### src/rtl/blit_scheduler_pkg.sv
// Shared definitions for the blit scheduler.
//   - BLIT_OP_* operation codes understood by the blitter
//   - command field widths and the packed command word layout
//   - scheduler FSM state encodings
package blit_scheduler_pkg;

  localparam logic [2:0] BLIT_OP_SPRITE      = 3'd0;
  localparam logic [2:0] BLIT_OP_CLEAR       = 3'd1;
  localparam logic [2:0] BLIT_OP_FILL        = 3'd2;
  localparam logic [2:0] BLIT_OP_SCROLL_UP   = 3'd3;
  localparam logic [2:0] BLIT_OP_SCROLL_DOWN = 3'd4;
  localparam logic [2:0] BLIT_OP_COPY        = 3'd5;

  localparam int OP_W     = 3;
  localparam int SRC_W    = 12;
  localparam int HEIGHT_W = 4;
  localparam int DESTX_W  = 7;
  localparam int DESTY_W  = 6;
  localparam int CMD_W    = 1 + OP_W + SRC_W + HEIGHT_W + DESTX_W + DESTY_W;

  // Bit positions (LSB first): desty [5:0], destx [12:6], height [16:13],
  // src [28:17], op [31:29], sync [32].
  typedef struct packed {
    logic                sync;
    logic [OP_W-1:0]     op;
    logic [SRC_W-1:0]    src;
    logic [HEIGHT_W-1:0] height;
    logic [DESTX_W-1:0]  destx;
    logic [DESTY_W-1:0]  desty;
  } cmd_t;

  typedef enum logic [1:0] {
    BS_IDLE      = 2'd0,
    BS_WAIT_VB   = 2'd1,
    BS_ISSUE     = 2'd2,
    BS_WAIT_DONE = 2'd3
  } bs_state_t;

endpackage

### src/rtl/blit_cmd_fifo.sv
// Synchronous command FIFO.
//   clk, reset      : clock, synchronous active-high reset
//   push, push_data : write request/data; ignored when full unless popping
//   pop, pop_data   : read request; pop_data shows the head (first-word fall-through)
//   flush           : empties the FIFO; wins over a same-cycle push
//   count/full/empty: occupancy
module blit_cmd_fifo #(
  parameter int WIDTH = 33,
  parameter int DEPTH = 4
) (
  input  logic                   clk,
  input  logic                   reset,
  input  logic                   push,
  input  logic [WIDTH-1:0]       push_data,
  input  logic                   pop,
  output logic [WIDTH-1:0]       pop_data,
  input  logic                   flush,
  output logic [$clog2(DEPTH):0] count,
  output logic                   full,
  output logic                   empty
);

  localparam int AW = $clog2(DEPTH);

  logic [WIDTH-1:0] mem [DEPTH];
  logic [AW-1:0]    wr_ptr;
  logic [AW-1:0]    rd_ptr;
  logic             do_push;
  logic             do_pop;

  assign full  = (count == (AW+1)'(DEPTH));
  assign empty = (count == '0);

  assign do_pop  = pop && !empty;
  // A pop frees the slot in the same cycle, so a full FIFO can still accept.
  assign do_push = push && (!full || do_pop) && !flush;

  assign pop_data = mem[rd_ptr];

  always_ff @(posedge clk) begin
    if (reset) begin
      wr_ptr <= '0;
      rd_ptr <= '0;
      count  <= '0;
    end else if (flush) begin
      wr_ptr <= '0;
      rd_ptr <= '0;
      count  <= '0;
    end else begin
      // DEPTH is a power of two, so pointer overflow is the modulo wrap.
      if (do_push) wr_ptr <= wr_ptr + 1'b1;
      if (do_pop)  rd_ptr <= rd_ptr + 1'b1;
      if (do_push && !do_pop)      count <= count + 1'b1;
      else if (!do_push && do_pop) count <= count - 1'b1;
    end
  end

  always_ff @(posedge clk) begin
    if (do_push) mem[wr_ptr] <= push_data;
  end

endmodule

### src/rtl/blit_scheduler.sv
// Blit command scheduler: queues CPU blit commands and issues them one at a
// time to the blitter over its enable/ready handshake. Commands flagged sync
// are held until vertical blank.
//   clk, reset        : system clock, synchronous active-high reset
//   req_*             : CPU command interface (valid/ready)
//   vblank_async      : vertical blank from the VGA clock domain
//   blit_*            : command to blitter; blit_enable held until ready low
//   flush             : drop queued (not in-flight) commands
//   busy, count       : activity / queued entries
//   err_timeout       : sticky, blitter never acknowledged an enable
//
// state        | meaning
// BS_IDLE      | waiting for a queued command and an idle blitter
// BS_WAIT_VB   | sync command registered, waiting for vblank
// BS_ISSUE     | blit_enable high, waiting for blit_ready to fall
// BS_WAIT_DONE | blitter busy, waiting for blit_ready to return
module blit_scheduler
  import blit_scheduler_pkg::*;
#(
  parameter int DEPTH       = 4,
  parameter int ACK_TIMEOUT = 64
) (
  input  logic                   clk,
  input  logic                   reset,
  input  logic                   req_valid,
  output logic                   req_ready,
  input  logic [2:0]             req_op,
  input  logic [11:0]            req_src,
  input  logic [3:0]             req_height,
  input  logic [6:0]             req_destX,
  input  logic [5:0]             req_destY,
  input  logic                   req_sync,
  input  logic                   vblank_async,
  output logic [2:0]             blit_op,
  output logic [11:0]            blit_src,
  output logic [3:0]             blit_srcHeight,
  output logic [6:0]             blit_destX,
  output logic [5:0]             blit_destY,
  output logic                   blit_enable,
  input  logic                   blit_ready,
  input  logic                   flush,
  output logic                   busy,
  output logic [$clog2(DEPTH):0] count,
  output logic                   err_timeout
);

  localparam int TW = $clog2(ACK_TIMEOUT);
  localparam logic [TW-1:0] TMR_LOAD = TW'(ACK_TIMEOUT - 1);

  bs_state_t        state;
  bs_state_t        state_nxt;
  cmd_t             push_cmd;
  cmd_t             head_cmd;
  logic [CMD_W-1:0] fifo_dout;
  logic             fifo_push;
  logic             fifo_pop;
  logic             fifo_full;
  logic             fifo_empty;
  logic             vb_meta;
  logic             vblank_s;
  logic [TW-1:0]    tmr;
  logic             timeout_hit;

  assign push_cmd = '{sync: req_sync, op: req_op, src: req_src, height: req_height,
                      destx: req_destX, desty: req_destY};
  assign head_cmd = cmd_t'(fifo_dout);

  assign req_ready = !fifo_full;
  // Gate with req_ready so a command is stored only when the CPU sees the
  // handshake complete.
  assign fifo_push = req_valid && req_ready;

  blit_cmd_fifo #(
    .WIDTH (CMD_W),
    .DEPTH (DEPTH)
  ) u_fifo (
    .clk       (clk),
    .reset     (reset),
    .push      (fifo_push),
    .push_data (push_cmd),
    .pop       (fifo_pop),
    .pop_data  (fifo_dout),
    .flush     (flush),
    .count     (count),
    .full      (fifo_full),
    .empty     (fifo_empty)
  );

  always_ff @(posedge clk) begin
    if (reset) begin
      vb_meta  <= 1'b0;
      vblank_s <= 1'b0;
    end else begin
      vb_meta  <= vblank_async;
      vblank_s <= vb_meta;
    end
  end

  assign timeout_hit = (state == BS_ISSUE) && blit_ready && (tmr == '0);

  always_comb begin
    state_nxt = state;
    fifo_pop  = 1'b0;
    case (state)
      BS_IDLE: begin
        if (!fifo_empty && blit_ready) begin
          fifo_pop  = 1'b1;
          state_nxt = head_cmd.sync ? BS_WAIT_VB : BS_ISSUE;
        end
      end
      BS_WAIT_VB: begin
        if (vblank_s) state_nxt = BS_ISSUE;
      end
      BS_ISSUE: begin
        // An acknowledge on the terminal cycle still counts as an acknowledge.
        if (!blit_ready)      state_nxt = BS_WAIT_DONE;
        else if (tmr == '0)   state_nxt = BS_IDLE;
      end
      BS_WAIT_DONE: begin
        if (blit_ready) state_nxt = BS_IDLE;
      end
      default: state_nxt = BS_IDLE;
    endcase
  end

  always_ff @(posedge clk) begin
    if (reset) begin
      state          <= BS_IDLE;
      blit_enable    <= 1'b0;
      err_timeout    <= 1'b0;
      tmr            <= '0;
      blit_op        <= '0;
      blit_src       <= '0;
      blit_srcHeight <= '0;
      blit_destX     <= '0;
      blit_destY     <= '0;
    end else begin
      state       <= state_nxt;
      blit_enable <= (state_nxt == BS_ISSUE);
      if (timeout_hit) err_timeout <= 1'b1;

      if ((state_nxt == BS_ISSUE) && (state != BS_ISSUE)) tmr <= TMR_LOAD;
      else if ((state == BS_ISSUE) && (tmr != '0))        tmr <= tmr - 1'b1;

      if (fifo_pop) begin
        blit_op        <= head_cmd.op;
        blit_src       <= head_cmd.src;
        blit_srcHeight <= head_cmd.height;
        blit_destX     <= head_cmd.destx;
        blit_destY     <= head_cmd.desty;
      end
    end
  end

  assign busy = (count != '0) || (state != BS_IDLE);

endmodule

### config.mk
export PLATFORM = sky130hd
export DESIGN_NAME = blit_scheduler
export DESIGN_NICKNAME = d
export VERILOG_FILES = /design/src/rtl/blit_scheduler_pkg.sv /design/src/rtl/blit_cmd_fifo.sv /design/src/rtl/blit_scheduler.sv
export SDC_FILE = /design/constraint.sdc
export NUM_CORES = 1
export LEC_CHECK = 0
export ABC_AREA = 1
export CAP_MARGIN = 20
export CORE_ASPECT_RATIO = 0.75
export CORE_MARGIN = 5
export CORE_UTILIZATION = 27
export DETAILED_ROUTE_END_ITERATION = 8
export GPL_TIMING_DRIVEN = 0
export SLEW_MARGIN = 0
export SYNTH_ARGS = -nofsm -noshare
export SYNTH_HDL_FRONTEND = slang
export SYNTH_HIERARCHICAL = 1
export SYNTH_SLANG_ARGS = --single-unit
### constraint.sdc
create_clock -name clk -period 7.9 [get_ports clk]
set_input_delay 1.58 -clock clk [delete_from_list [all_inputs] [get_ports clk]]
set_output_delay 1.58 -clock clk [all_outputs]
set_load 0.05 [all_outputs]
## After elaboration in Yosys (flattened, before gate mapping)

Memories as Yosys holds them, arrays and structs flattened. A register that Yosys moved wholly into a read port is not among the register bits.
Index checks and enable logic that the tools add are counted.

- Mux-type cells: 17
- Equality and inequality tests: 6
- Reduce and logical (&&, ||, !) cells: 27
- $add $sub $neg: 5

Operators by type and width:

| kind | count |
|---|---|
| $mux 2 | 8 |
| $mux 6 | 2 |
| $logic_and 1x1->1 | 11 |
| $pmux 2 s4 | 1 |
| $eq 2x2->1 const B | 3 |
| $logic_not 6->1 | 1 |
| $mux 3 | 2 |
| $reduce_bool 2->1 | 3 |
| $reduce_bool 6->1 | 1 |
| $sub 6x1->6 const B | 1 |
| $logic_not 1->1 | 5 |
| $add 2x1->2 const B | 2 |
| $mux 1 | 4 |
| $add 3x1->3 const B | 1 |
| $eq 3x3->1 const B | 1 |
| $logic_not 3->1 | 1 |
| $reduce_bool 3->1 | 1 |
| $sub 3x1->3 const B | 1 |
| $eq 2x1->1 const B | 1 |
| $logic_not 2->1 | 1 |
| $logic_or 1x1->1 | 2 |
| $ne 2x2->1 const B | 1 |
| $reduce_or 2->1 | 1 |

- Register bits: 51
- Memories kept: 1
- Bits in writable memories: 132
- Logic and storage cells: 70
- Input port bits: 39
- Output and inout bits: 39

Memory list:

| memory | depth | bits a word | read ports | clocked after memory_dff | wr ports | line | text |
|---|---|---|---|---|---|---|---|
| u_fifo.mem | 4 | 33 | 1 | 1 | 1 | blit_cmd_fifo.sv:25 | `logic [WIDTH-1:0] mem [DEPTH];` |

## Depth between registers and ports, before layout

Gate-level depths: netlist (run 1).

- Word-level depth: 13
- Gate-level depth with buffers: 19
- Depth with buffers taken out: 18

## Modules after synthesis

Netlist (run 1), hierarchy kept.

Modules (own cells, without submodules):

| module | area an instance (sq um) | cells each | instances |
|---|---|---|---|
| blit_cmd_fifo | 5437.7 | 393 | 1 |
| blit_scheduler | 1751.7 | 226 | 1 |

## Least setup slack after synthesis (run 1)

Ideal clock, no wire load.

- Path type: input to register
- Start point: input port blit_ready
- End point: memory u_fifo.mem[0][0] (enable)
- Arrival: 3.813 ns
- Stages: 7
- Setup slack: 3.664 ns
- Path through: nand2_1 nor2_8 buf_2 inv_1 nand3_1 nand3_2 nor2_1

- Word-level cells in the longest chain between the ends: 9

RTL lines:

| element | line | text |
|---|---|---|
| start: declaration | blit_scheduler.sv:40 | `input logic blit_ready,` |
| $logic_and 1x1->1 | blit_scheduler.sv:106 | `if (!fifo_empty && blit_ready) begin` |
| $mux 1 | blit_scheduler.sv:106 |  |
| $mux 1 | blit_scheduler.sv:104 | `case (state)` |
| net fifo_pop | blit_scheduler.sv:56 | `logic fifo_pop;` |
| $logic_and 1x1->1 | blit_cmd_fifo.sv:34 | `assign do_pop = pop && !empty;` |
| $logic_or 1x1->1 | blit_cmd_fifo.sv:36 | `assign do_push = push && (!full \|\| do_pop) && !flush;` |
| $logic_and 1x1->1 (2 in series) | blit_cmd_fifo.sv:36 |  |
| $mux 1 | blit_cmd_fifo.sv:59 | `if (do_push) mem[wr_ptr] <= push_data;` |
| $mux 1 (implied by the code) | blit_cmd_fifo.sv:59 |  |
| end: declaration | blit_cmd_fifo.sv:25 |  |

The timed path passes the listed nets, and every way through them passes these cells.

## Worst setup path after layout (run 1)

- Start point: input port blit_ready
- End point: register u_fifo.count[2]

- Word-level cells in the longest chain between the ends: 10
- Elaborated cells on any way between the ends: 13

RTL lines:

| element | line | text |
|---|---|---|
| $logic_and 1x1->1 * | blit_scheduler.sv:106 |  |
| $mux 1 * | blit_scheduler.sv:106 |  |
| $mux 1 * | blit_scheduler.sv:104 |  |
| net fifo_pop | blit_scheduler.sv:56 |  |
| $logic_and 1x1->1 * | blit_cmd_fifo.sv:34 |  |
| $logic_or 1x1->1 * | blit_cmd_fifo.sv:36 |  |
| $logic_and 1x1->1 * (2 in series) | blit_cmd_fifo.sv:36 |  |
| net u_fifo.do_push | blit_cmd_fifo.sv:28 | `logic do_push;` |
| $logic_not 1->1 | blit_cmd_fifo.sv:54 | `else if (!do_push && do_pop) count <= count - 1'b1;` |
| $logic_and 1x1->1 | blit_cmd_fifo.sv:54 |  |
| $reduce_bool 2->1 (no line) | n/a |  |
| end signal: assignment | blit_cmd_fifo.sv:53 | `if (do_push && !do_pop) count <= count + 1'b1;` |
| end signal: assignment | blit_cmd_fifo.sv:54 |  |
| end: declaration | blit_cmd_fifo.sv:18 | `output logic [$clog2(DEPTH):0] count,` |

The timed path passes the listed nets; every way through them passes the cells marked *.
A chain may end at the register's enable or synchronous reset.

==> results of run 1 <==
worst max-delay path: stages:
cell             delay (ns)
clkdlybuf4s50_1        0.49
nand2_1                0.13
nor2_8                 0.26
buf_2                  0.32
inv_1                  0.07
nand3_1                0.16
nand3_2                0.25
inv_1                  0.13
ha_1                   0.14
inv_1                  0.06
fa_1                   0.38
or2_2                  0.32
nand3_1                0.07
nand2_1                0.05
inv_1                  0.04
nor2_1                 0.04
sequential cells by signal, summed over array words and instances, names as in the netlist, named ones only:
register / cells
blit_destX: 7
blit_destY: 6
blit_enable: 1
blit_op: 3
blit_src: 12
blit_srcHeight: 4
err_timeout: 1
state: 2
tmr: 6
u_fifo/count: 3
u_fifo/mem: 132
u_fifo/rd_ptr: 2
u_fifo/wr_ptr: 2
vb_meta: 1
vblank_s: 1
kinds of logic after synthesis:
logic type,count (synthesis),synth area share (%)
AOI/OAI and AO/OA,143,10.8
buffers and inverters,71,5.24
xor gates and xnor gates,2,0.244
DFF,185,69.9
adders and majority gates,7,1.32
and+or+nand+nor,211,12.5
placed cells by master, fill, tap and decap left out, drive strengths merged:
| cell type | n |
|---|---|
| xor2 | 2 |
| a21oi | 7 |
| nand4 | 3 |
| nand2 | 31 |
| edfxtp | 132 |
| dfxtp | 53 |
| clkinvlp | 3 |
| nor2 | 155 |
| bufinv | 3 |
| buf | 28 |
| or4 | 1 |
| ha | 6 |
| o21bai | 1 |
| inv | 43 |
| or2 | 2 |
| clkbuf | 25 |
| clkdlybuf4s50 | 77 |
| nand3b | 1 |
| nand3 | 16 |
| o21ai | 99 |
| nor3 | 2 |
| a31oi | 3 |
| fa | 1 |
| o22ai | 33 |
| clkinv | 5 |
metal layers:
metal / vias up / track usage (%) / part of all wire (%)
li1: 2355 / - / -
met3: 16 / 3.51 / 5.2
met2: 126 / 18.8 / 45
met5: - / 0 / 0.11
met4: 2 / 3.45 / 1.3
met1: 2309 / 17.2 / 48
synthesized netlist by cell type:
| cell type | n | area [sq um] |
|---|---|---|
| fa_1 | 1 | 20.0 |
| or2_2 | 1 | 6.26 |
| buf_4 | 3 | 22.5 |
| nor2_8 | 1 | 20.0 |
| o21ai_0 | 81 | 405 |
| or2_1 | 1 | 6.26 |
| a21oi_1 | 6 | 30.0 |
| o21bai_1 | 1 | 7.51 |
| buf_2 | 11 | 55.1 |
| buf_6 | 9 | 101 |
| nand2_1 | 28 | 105 |
| a21oi_4 | 1 | 16.3 |
| buf_8 | 1 | 15.0 |
| clkbuf_4 | 1 | 7.51 |
| nand3_4 | 1 | 17.5 |
| nand3_2 | 3 | 30.0 |
| nor3_1 | 2 | 10.0 |
| or4_1 | 1 | 7.51 |
| inv_1 | 36 | 135 |
| nor2_1 | 152 | 571 |
| nand4_1 | 3 | 18.8 |
| o21ai_1 | 18 | 90.1 |
| xor2_1 | 2 | 17.5 |
| nor2_4 | 1 | 11.3 |
| a31oi_1 | 3 | 18.8 |
| dfxtp_1 | 53 | 1060 |
| nor2_2 | 1 | 6.26 |
| nand2_4 | 1 | 11.3 |
| clkbuf_1 | 3 | 11.3 |
| edfxtp_1 | 132 | 3960 |
| nand3b_1 | 1 | 7.51 |
| nand2_2 | 2 | 12.5 |
| o22ai_1 | 33 | 206 |
| nand3_1 | 12 | 60.1 |
| ha_1 | 6 | 75.1 |
| inv_2 | 5 | 18.8 |
| clkbuf_2 | 2 | 10.0 |
through the flow:
stage                     util, %  worst slack, ns  total power, uW  instance area [sq um]
after floorplan                 -             3.66             1240                   7190
after global placement       32.1             1.59             1320                   8390
after detailed placement     32.6             3.28             1330                   8520
after CTS                    34.9             3.74             2190                   9100
after global routing         34.9             3.51             2250                   9100
final                        34.9             3.74             2160                   9100
power by group:
part	switching, uW	internal, uW	leakage, uW
Clock	359	495	0.000276
Combinational	142	76.3	0.00135
Sequential	17.1	1070	0.00163
area by class of cell:
class                           count  area, sq um
Tap cell                          344          430
Sequential cell                   185         5020
Clock buffer                       19          433
Timing Repair Buffer               81          866
Clock inverter                     13          151
Buffer                             30          223
Inverter                           41          154
Multi-Input combinational cell    363         1820
Fill cell                        2549        17000
worst paths after layout:
check,startpoint,endpoint,slack (ns),cells past startpoint
max,blit_ready,u_fifo/count[2],3.74,16
min,vb_meta,vblank_s,0.41,2
max reg2reg,u_fifo/count[0],u_fifo/count[2],4.61,19
min reg2reg,vb_meta,vblank_s,0.41,2
==> flow_metrics.env, run 1 <==
export IMPL_grt_usage_pct=12.3
export IMPL_root_buffer="clkbuf_16"
export IMPL_synth_cells=619
export IMPL_post_cts_setup_buffers=0
export IMPL_clkSinkCount=185
export IMPL_skew_ns=0.0101
export IMPL_vdd_drop_max_uv=173
export IMPL_die_x_microns=198
export IMPL_cap_violations=0
export IMPL_grt_max_degree=21
export IMPL_nNetsFinal=765
export IMPL_synth_avg_cell_area_sq_um=11.6
export IMPL_htreeDepth=4
export IMPL_place_congestion=0.740
export IMPL_core_sq_um=26100
export IMPL_arrival_ns=4.50
export IMPL_cts_tree="built"
export IMPL_die_area_sq_um=30000
export IMPL_rows=51
export IMPL_cts_buffers=17
export IMPL_synth_warning_count=6
export IMPL_startpoint_type="input pin"
export IMPL_place_inst=1044
export IMPL_hold_buffers=0
export IMPL_yosysSeqAreaShare_pct=69.9
export IMPL_instances_no_fill=1076
export IMPL_drc_errors=0
export IMPL_wl_per_cell_microns=16.6
export IMPL_criticalPathCategory="input pin to register"
export IMPL_routed_via_density=4.47
export IMPL_io_pins=78
export IMPL_diodes=0
export IMPL_path_clk_slew_ns=0.07
export IMPL_cts_resized=0
export IMPL_die_y_microns=151
export IMPL_fin_crit_sh_pct=52.7
export IMPL_end_kind="register"
export IMPL_cp_required_ns=8.23
export IMPL_grt_overflow=0
export IMPL_relSlewSlack_pct=60.6
export IMPL_routed_wl_mm=17.9
export IMPL_hold_violations=0
export IMPL_grt_pass1_vias=4845
export IMPL_worst_pin_slew_ns=0.590
export IMPL_port_buffers=77
export IMPL_crit_fanout=13
export IMPL_insertion_delay_ns=0.43
export IMPL_synth_area_sq_um=7190
export IMPL_min_path_type="register to register"
export IMPL_max_freq_mhz=240
export IMPL_slew_viol_final=0
export IMPL_layout_drive_gt1_share_pct=10.8
export IMPL_cellPowerDensity_nw_per_um2=238
export IMPL_clockBufferDepth=2
export IMPL_p_leak_uw=0.00325
export IMPL_hpwl_mm=11.9
export IMPL_postRouteAntennaNets=0
export IMPL_initial_core_util_pct=27.5
export IMPL_setup_viol_count_final=0
export IMPL_status="complete, no violations"
export IMPL_tns_ns=0
export IMPL_yosys_cell_types_count=37
export IMPL_whs_ns=0.409
export IMPL_grt_first_pass_wirelength_mm=28.0
export IMPL_firstDrtPassIters=4
export IMPL_syn2layout_area_growth_pct=26.6
export IMPL_dr_first_iter_drc_count=253
export IMPL_synth_nets=665
export IMPL_via_count=4808
export IMPL_ys_seq_elements=185
export IMPL_grt_setup_unrepaired="false"
export IMPL_antenna_found_initial=2
export IMPL_period_minus_slack_ns=4.16
Power figures use the tool's default switching activity.
==> run 2, diff against run 1 <==
clock period = 4 ns   (was 7.9 ns; I/O delays follow)
==> results of run 2 <==
The final DEF is identical to that of run 1. Status: complete, no violations.
Main changes from that run: setup slack after placement 3.28 ns -> 0.161 ns; setup slack after layout 3.74 ns -> 0.616 ns; register-to-register setup slack 4.61 ns -> 0.71 ns; total power 2160 uW -> 4270 uW; worst IR drop on VDD 173 uV -> 341 uV
